## config.mk

```make
export PLATFORM = sky130hd
export DESIGN_NAME = pipelined_multiplier_l2_flat
export DESIGN_NICKNAME = d
export VERILOG_FILES = /design/src/rtl/pipelined_multiplier_l2_pkg.sv /design/src/rtl/pipelined_multiplier_l2_if.sv /design/src/rtl/pipelined_multiplier_l2_mul_pipe_stage.sv /design/src/rtl/pipelined_multiplier_l2.sv /design/src/flat_wrapper.sv
export SDC_FILE = /design/constraint.sdc
export NUM_CORES = 1
export LEC_CHECK = 0
export CAP_MARGIN = 20
export CORE_ASPECT_RATIO = 0.7
export CORE_MARGIN = 2
export CORE_UTILIZATION = 30
export CTS_CLUSTER_SIZE = 20
export DETAILED_ROUTE_END_ITERATION = 16
export PLACE_DENSITY = 0.59
export SYNTH_ARGS = -nofsm -noshare
export SYNTH_HDL_FRONTEND = slang
export SYNTH_SLANG_ARGS = --single-unit
export TNS_END_PERCENT = 100
```

## constraint.sdc

```tcl
create_clock -name clk -period 10.5 [get_ports clk]
set_input_delay 1.05 -clock clk [delete_from_list [all_inputs] [get_ports clk]]
set_output_delay 1.05 -clock clk [all_outputs]
set_load 0.1 [all_outputs]
```

## src/rtl/pipelined_multiplier_l2_pkg.sv

```systemverilog
// Shared types for the RV32M multiply execute unit.
// Build option: define PIPELINED_MUL_HIGH_EN to add MULH/MULHSU/MULHU
// (a 64-bit product is then carried down the pipe).
package pipelined_multiplier_l2_pkg;

    localparam int unsigned XLEN      = 32;
    localparam int unsigned AREG_BITS = 5;

`ifdef PIPELINED_MUL_HIGH_EN
    localparam int unsigned PROD_W = 2 * XLEN;
`else
    localparam int unsigned PROD_W = XLEN;
`endif

    // Micro-ops seen on the issue channel; only the multiply group is executed here.
    typedef enum logic [3:0] {
        OP_NOP    = 4'd0,
        OP_ADD    = 4'd1,
        OP_SUB    = 4'd2,
        OP_MUL    = 4'd3,
        OP_MULH   = 4'd4,
        OP_MULHSU = 4'd5,
        OP_MULHU  = 4'd6,
        OP_DIV    = 4'd7
    } rv_uop;

    // Which half of the carried product becomes wdata.
    typedef enum logic [1:0] {
        SEL_ZERO = 2'd0,
        SEL_LO   = 2'd1,
        SEL_HI   = 2'd2
    } res_sel_e;

    // Arithmetic payload carried by every pipe stage.
    typedef struct packed {
        logic            wen;
        res_sel_e        sel;
        logic [PROD_W-1:0] prod;
    } mul_res_t;

    // Final result selection applied after the last stage.
    function automatic logic [XLEN-1:0] sel_result(input mul_res_t r);
        logic [XLEN-1:0] d;
        d = '0;
        case (r.sel)
            SEL_LO:  d = r.prod[XLEN-1:0];
`ifdef PIPELINED_MUL_HIGH_EN
            SEL_HI:  d = r.prod[2*XLEN-1:XLEN];
`endif
            default: d = '0;
        endcase
        return d;
    endfunction

endpackage

```

## src/rtl/pipelined_multiplier_l2_if.sv

```systemverilog
// Issue (D__X) and writeback (X__W) channels of the execute stage.
// D__XIntf: val/rdy, pc, seq_num, op1, op2, waddr, uop, preg, ppreg.
// X__WIntf: val/rdy, pc, seq_num, waddr, wdata, wen.
// The execute unit is the slave of D__XIntf and the master of X__WIntf.
interface D__XIntf #(
    parameter int unsigned p_seq_num_bits  = 5,
    parameter int unsigned p_phys_reg_bits = 6
);
    logic                               val;
    logic                               rdy;
    logic [31:0]                        pc;
    logic [p_seq_num_bits-1:0]          seq_num;
    logic [31:0]                        op1;
    logic [31:0]                        op2;
    logic [4:0]                         waddr;
    pipelined_multiplier_l2_pkg::rv_uop uop;
    logic [p_phys_reg_bits-1:0]         preg;
    logic [p_phys_reg_bits-1:0]         ppreg;

    modport master (output val, pc, seq_num, op1, op2, waddr, uop, preg, ppreg,
                    input  rdy);
    modport slave  (input  val, pc, seq_num, op1, op2, waddr, uop, preg, ppreg,
                    output rdy);
endinterface

interface X__WIntf #(
    parameter int unsigned p_seq_num_bits = 5
);
    logic                      val;
    logic                      rdy;
    logic [31:0]               pc;
    logic [p_seq_num_bits-1:0] seq_num;
    logic [4:0]                waddr;
    logic [31:0]               wdata;
    logic                      wen;

    modport master (output val, pc, seq_num, waddr, wdata, wen,
                    input  rdy);
    modport slave  (input  val, pc, seq_num, waddr, wdata, wen,
                    output rdy);
endinterface

```

## src/rtl/pipelined_multiplier_l2_mul_pipe_stage.sv

```systemverilog
// One val/rdy register slot of the multiply pipe: metadata plus product.
// Ports: clk, rst (sync, active-high); in_* upstream side (in_rdy_c is
// combinational); out_* downstream side (registered).
module mul_pipe_stage
    import pipelined_multiplier_l2_pkg::*;
#(
    parameter int unsigned p_seq_num_bits = 5
) (
    input  logic                      clk,
    input  logic                      rst,

    input  logic                      in_val,
    output logic                      in_rdy_c,
    input  logic [XLEN-1:0]           in_pc,
    input  logic [p_seq_num_bits-1:0] in_seq_num,
    input  logic [AREG_BITS-1:0]      in_waddr,
    input  mul_res_t                  in_res,

    output logic                      out_val,
    input  logic                      out_rdy,
    output logic [XLEN-1:0]           out_pc,
    output logic [p_seq_num_bits-1:0] out_seq_num,
    output logic [AREG_BITS-1:0]      out_waddr,
    output mul_res_t                  out_res
);

    // Slot can load when empty or when its content leaves on this edge.
    assign in_rdy_c = !out_val || out_rdy;

    // Occupancy bit: the only state that needs reset.
    always_ff @(posedge clk) begin
        if (rst) begin
            out_val <= 1'b0;
        end else if (in_rdy_c) begin
            out_val <= in_val;
        end
    end

    // Payload loads only on an accepted transfer, otherwise holds stable.
    always_ff @(posedge clk) begin
        if (in_val && in_rdy_c) begin
            out_pc      <= in_pc;
            out_seq_num <= in_seq_num;
            out_waddr   <= in_waddr;
            out_res     <= in_res;
        end
    end

endmodule

```

## src/rtl/pipelined_multiplier_l2.sv

```systemverilog
// RV32M multiply execute unit: a p_pipeline_stages-deep val/rdy pipe from the
// issue channel D to the writeback channel W, one op per cycle, in order.
// Ports: clk; rst (sync, active-high); D (D__XIntf.slave); W (X__WIntf.master).
// Build option: PIPELINED_MUL_HIGH_EN enables MULH/MULHSU/MULHU; otherwise
// those uops take the unsupported path (wdata=0, wen=0).
module pipelined_multiplier_l2
    import pipelined_multiplier_l2_pkg::*;
#(
    parameter int unsigned p_pipeline_stages = 1,
    parameter int unsigned p_seq_num_bits    = 5
) (
    input  logic       clk,
    input  logic       rst,
    D__XIntf.slave     D,
    X__WIntf.master    W
);

    localparam int unsigned NSTG = p_pipeline_stages;

    // Index 0 is the issue side, index NSTG is the writeback side.
    logic                      stg_val   [0:NSTG];
    logic                      stg_rdy   [0:NSTG];
    logic [XLEN-1:0]           stg_pc    [0:NSTG];
    logic [p_seq_num_bits-1:0] stg_seq   [0:NSTG];
    logic [AREG_BITS-1:0]      stg_waddr [0:NSTG];
    mul_res_t                  stg_res   [0:NSTG];

    mul_res_t                  in_res_c;

    // preg/ppreg belong to the rename machinery and are not used here.
    logic unused_preg_c;
    assign unused_preg_c = ^{D.preg, D.ppreg};

`ifdef PIPELINED_MUL_HIGH_EN
    // One 66-bit multiply covers all four ops: each operand is sign- or
    // zero-extended as the uop requires, and the low 64 bits are exact.
    logic                  a_msb_c;
    logic                  b_msb_c;
    logic [2*XLEN+1:0]     a_wide_c;
    logic [2*XLEN+1:0]     b_wide_c;
    logic [2*XLEN+1:0]     prod_full_c;
    logic [1:0]            unused_prod_hi_c;

    assign a_msb_c          = D.op1[XLEN-1] && ((D.uop == OP_MULH) || (D.uop == OP_MULHSU));
    assign b_msb_c          = D.op2[XLEN-1] && (D.uop == OP_MULH);
    assign a_wide_c         = {{(XLEN+2){a_msb_c}}, D.op1};
    assign b_wide_c         = {{(XLEN+2){b_msb_c}}, D.op2};
    assign prod_full_c      = a_wide_c * b_wide_c;
    assign unused_prod_hi_c = prod_full_c[2*XLEN+1:2*XLEN];
`else
    logic [XLEN-1:0]       prod_full_c;
    assign prod_full_c = D.op1 * D.op2;
`endif

    // Decode the uop into a result selector and write enable.
    always_comb begin
        in_res_c      = '0;
        in_res_c.prod = prod_full_c[PROD_W-1:0];
        case (D.uop)
            OP_MUL: begin
                in_res_c.wen = 1'b1;
                in_res_c.sel = SEL_LO;
            end
`ifdef PIPELINED_MUL_HIGH_EN
            OP_MULH, OP_MULHSU, OP_MULHU: begin
                in_res_c.wen = 1'b1;
                in_res_c.sel = SEL_HI;
            end
`endif
            default: begin
                in_res_c.wen = 1'b0;
                in_res_c.sel = SEL_ZERO;
            end
        endcase
    end

    assign stg_val[0]   = D.val;
    assign D.rdy        = stg_rdy[0];
    assign stg_pc[0]    = D.pc;
    assign stg_seq[0]   = D.seq_num;
    assign stg_waddr[0] = D.waddr;
    assign stg_res[0]   = in_res_c;

    // Register chain; each slot compacts forward into a free successor.
    for (genvar k = 0; k < NSTG; k++) begin : g_stage
        mul_pipe_stage #(
            .p_seq_num_bits (p_seq_num_bits)
        ) u_stage (
            .clk         (clk),
            .rst         (rst),
            .in_val      (stg_val[k]),
            .in_rdy_c    (stg_rdy[k]),
            .in_pc       (stg_pc[k]),
            .in_seq_num  (stg_seq[k]),
            .in_waddr    (stg_waddr[k]),
            .in_res      (stg_res[k]),
            .out_val     (stg_val[k+1]),
            .out_rdy     (stg_rdy[k+1]),
            .out_pc      (stg_pc[k+1]),
            .out_seq_num (stg_seq[k+1]),
            .out_waddr   (stg_waddr[k+1]),
            .out_res     (stg_res[k+1])
        );
    end

    // Writeback side: wdata is a fixed selection of the last stage's register.
    assign stg_rdy[NSTG] = W.rdy;
    assign W.val         = stg_val[NSTG];
    assign W.pc          = stg_pc[NSTG];
    assign W.seq_num     = stg_seq[NSTG];
    assign W.waddr       = stg_waddr[NSTG];
    assign W.wdata       = sel_result(stg_res[NSTG]);
    assign W.wen         = stg_res[NSTG].wen;

    // Fixed-width line: accepted op ("pc:uop" or blanks) then one mark per stage.
    function automatic string trace();
        string s;
        string n;
        if (D.val && D.rdy) begin
            n = D.uop.name();
            while (n.len() < 9) n = {n, " "};
            s = $sformatf("%08h:%s", D.pc, n.substr(0, 8));
        end else begin
            s = "                  ";
        end
        for (int k = 1; k <= int'(NSTG); k++) begin
            if (stg_val[k]) s = {s, "|*"};
            else            s = {s, "|."};
        end
        return s;
    endfunction

endmodule

```

## src/flat_wrapper.sv

```systemverilog
// flat-port wrapper written by rule: the top's interface ports become plain ports
module pipelined_multiplier_l2_flat import pipelined_multiplier_l2_pkg::*;
#(
    parameter int unsigned p_pipeline_stages = 1,
    parameter int unsigned p_seq_num_bits    = 5
)
  (clk, rst, D_val, D_pc, D_seq_num, D_op1, D_op2, D_waddr, D_uop, D_preg, D_ppreg, D_rdy, W_val, W_pc, W_seq_num, W_waddr, W_wdata, W_wen, W_rdy);
  D__XIntf #(.p_seq_num_bits(p_seq_num_bits), .p_phys_reg_bits(6)) D_i ();
  X__WIntf #(.p_seq_num_bits(p_seq_num_bits)) W_i ();
  input  logic clk;
  input  logic rst;
  input wire logic [$bits(D_i.val)-1:0] D_val;
  input wire logic [$bits(D_i.pc)-1:0] D_pc;
  input wire logic [$bits(D_i.seq_num)-1:0] D_seq_num;
  input wire logic [$bits(D_i.op1)-1:0] D_op1;
  input wire logic [$bits(D_i.op2)-1:0] D_op2;
  input wire logic [$bits(D_i.waddr)-1:0] D_waddr;
  input wire logic [$bits(D_i.uop)-1:0] D_uop;
  input wire logic [$bits(D_i.preg)-1:0] D_preg;
  input wire logic [$bits(D_i.ppreg)-1:0] D_ppreg;
  output wire logic [$bits(D_i.rdy)-1:0] D_rdy;
  output wire logic [$bits(W_i.val)-1:0] W_val;
  output wire logic [$bits(W_i.pc)-1:0] W_pc;
  output wire logic [$bits(W_i.seq_num)-1:0] W_seq_num;
  output wire logic [$bits(W_i.waddr)-1:0] W_waddr;
  output wire logic [$bits(W_i.wdata)-1:0] W_wdata;
  output wire logic [$bits(W_i.wen)-1:0] W_wen;
  input wire logic [$bits(W_i.rdy)-1:0] W_rdy;
  assign D_i.val = D_val;
  assign D_i.pc = D_pc;
  assign D_i.seq_num = D_seq_num;
  assign D_i.op1 = D_op1;
  assign D_i.op2 = D_op2;
  assign D_i.waddr = D_waddr;
  assign D_i.uop = D_uop;
  assign D_i.preg = D_preg;
  assign D_i.ppreg = D_ppreg;
  assign D_rdy = D_i.rdy;
  assign W_val = W_i.val;
  assign W_pc = W_i.pc;
  assign W_seq_num = W_i.seq_num;
  assign W_waddr = W_i.waddr;
  assign W_wdata = W_i.wdata;
  assign W_wen = W_i.wen;
  assign W_i.rdy = W_rdy;
  pipelined_multiplier_l2 #(.p_pipeline_stages(p_pipeline_stages), .p_seq_num_bits(p_seq_num_bits)) u_core (.clk(clk), .rst(rst), .D(D_i), .W(W_i));
endmodule
```

==> impl_metrics.tcl <==
set metrics [dict create \
    status "completed" \
    first_pass_iters 4 \
    clk_pin_slew_ps 60 \
    cp-start-kind "input port" \
    maxCapViolCount 0 \
    worst_slack_ps 2126 \
    timing.rr.start "u_core.g_stage[0].u_stage.out_val" \
    ant_nets 0 \
    dp.cells 2744 \
    io_buffers 190 \
    layout_min_cycle_time_ps 8374 \
    layout_commonest_cell "fa_1" \
    routed_wl_mm 49.73 \
    synthCells 1812 \
    hp-class "flip-flop to flip-flop" \
    vias 12539 \
    antenna_found_initial 0 \
    finalHoldViolCount 0 \
    netlist_area_um2 18250 \
    rrSetupSlack_ps 8740 \
    holdCritStartpoint "u_core.g_stage[0].u_stage.out_val" \
    whs_endpoint "u_core.g_stage[0].u_stage.out_val" \
    pin_count 203 \
    core_um2 60060 \
    fin_crit_sh 0.7975 \
    vias_per_cell 4.535 \
    layout_common_cells "fa_1, and2_1, inv_1" \
    crit_path_max_fanout 30 \
    final_cells 2765 \
    row_count 75 \
    setup_viol 0 \
    fp.dieH_um 210.4 \
    netlist-cell-type-count 43 \
    ctsHoldBuffers 0 \
    synth_seq_cells 76 \
    dp_hpwl_mm 40.44 \
    slew_headroom 0.2077 \
    critical_path_arrival_ps 8450 \
    ys_seq_area_frac 0.1245 \
    fillers 6114 \
    critPathKind "input port to flip-flop" \
    htreeDepth 3 \
    place_ws_ps 1748 \
    r2r_end "u_core.g_stage[0].u_stage.out_res[22]" \
    synth_edf_count 75 \
    final_area_um2 21350 \
    hold_depth 2 \
    syn2layout_area_growth_pct 16.98 \
    clock-sinks 76 \
    crit_required_ps 10580 \
    drcViolationCount 0 \
    synth_warnings 0 \
    dieArea_um2 62850 \
    fmax_ghz 0.1194 \
    async_reset_ff_frac 0 \
    tns_ps 0 \
    drv_slew 0 \
    endpoint_kind "flip-flop" \
    grt_max_degree 76 \
    overflow 0 \
    cts-resized-gates 0 \
    yosys.area.top_type_share 0.4476 \
    grt_pass1_wl_mm 78.85 \
    postSynthAreaPerCell_um2 10.07 \
    post_cts_buffers 0 \
    clk_latency_ps 360 \
    placed_area_um2 20980 \
    die_w_um 298.8 \
    gp_congestion 0.8388 \
    rr_worst_depth 3 \
    syn_nets 2469 \
    ys_top_cells_by_area "fa_1, and2_1, edfxtp_1" \
    initial_core_util 0.3039 \
    first_iter_violations 843 \
    rsz0062_at_grt "false" \
    grt_usage 0.1634 \
    tritoncts "built" \
    tritoncts.num_buffers 9 \
    worst_pin_slew_ps 1185 \
    clk_path_buf_depth 2 \
    synth_top_area_cell "fa_1" \
    cts_root_buf "clkbuf_16" \
    wl_per_cell_um 17.99 \
    skew_ps 10.61 \
    fin_nets 2608 \
    drive_above_1_share 0.02454 \
    first_global_vias 13688 \
    synth_ff_type "edfxtp_1" \
]
## how the worst max path moves through the flow
| stage | from | end | slack, ps | cells past startpoint |
|---|---|---|---|---|
| after floorplan | D_op2[2] | u_core.g_stage[0].u_stage.out_res[30] | 3160 | 24 |
| after detailed placement | D_op2[2] | u_core.g_stage[0].u_stage.out_res[31] | 1750 | 23 |
| final | D_op2[2] | u_core.g_stage[0].u_stage.out_res[31] | 2130 | 23 |
| after global routing | D_op1[10] | u_core.g_stage[0].u_stage.out_res[31] | 1720 | 21 |
| after CTS | D_op2[2] | u_core.g_stage[0].u_stage.out_res[31] | 2160 | 23 |
| after global placement | D_op2[8] | u_core.g_stage[0].u_stage.out_res[31] | 1850 | 19 |
## cell type report
type                    count  area, µm²  share of cell area
diodes                      1      2.502           0.0001172
clock buffers               9      225.2             0.01055
clock inverters             7      75.07            0.003517
inverters                 362       1359             0.06365
multi-input cells        1291      14310              0.6702
flip-flops and latches     76       2272              0.1064
well taps                 808       1011             0.04736
repair buffers            211       2096             0.09817
## through the flow
step / utilization / hold slack, ps
after floorplan: - / 1119
after global placement: 0.3493 / 510.2
after detailed placement: 0.3493 / 556.3
after CTS: 0.3543 / 564.3
after global routing: 0.3554 / 588.7
final: 0.3555 / 550.0
## Yosys cell counts (all sizes together) (5+ instances only)
cell and instances:
o21a 6, xnor2 70, a21oi 21, and2 401
nand2 167, nor2 9, o21ai 10, a21o 11
edfxtp 75, nand3 5, fa 408, xor2 17
nand2b 5, clkbuf 81, inv 361, ha 123
nor3 5
## layer usage
metal / track usage / routed length, µm / part of all wire
met5: 0 / 0 / 0
met4: 0.02362 / 473 / 0.0095
met3: 0.04370 / 3863 / 0.078
met2: 0.2366 / 20780 / 0.42
met1: 0.2475 / 24610 / 0.49
## sequential cells by signal (all words and copies together) (netlist names)
name                                cells
u_core.g_stage.u_stage.out_res         33
u_core.g_stage.u_stage.out_pc          32
u_core.g_stage.u_stage.out_seq_num      5
u_core.g_stage.u_stage.out_waddr        5
u_core.g_stage.u_stage.out_val          1
## worst max-delay path: stages
cell             delay, ps
clkdlybuf4s50_1        950
and2_1                 450
fa_1                   540
inv_1                   50
fa_1                   500
fa_1                   470
fa_1                   570
inv_1                   70
fa_1                   500
inv_1                   50
fa_1                   530
inv_1                   50
fa_1                   390
fa_1                   470
ha_1                   380
a21o_1                 190
a21oi_1                170
o211ai_1               160
a31oi_1                210
o21a_1                 220
o21ai_2                100
a311oi_2               270
xnor2_1                 90
## logic make-up after synthesis
| logic type | synth area share |
|---|---|
| xor+xnor | 0.04175 |
| buf+inv | 0.09166 |
| flops | 0.1245 |
| compound gates | 0.02866 |
| simple gates | 0.1815 |
| fa+ha+maj | 0.5319 |
Power is not shown: default switching activity piles up to over one toggle a cycle in this logic, so the estimate is an artifact.
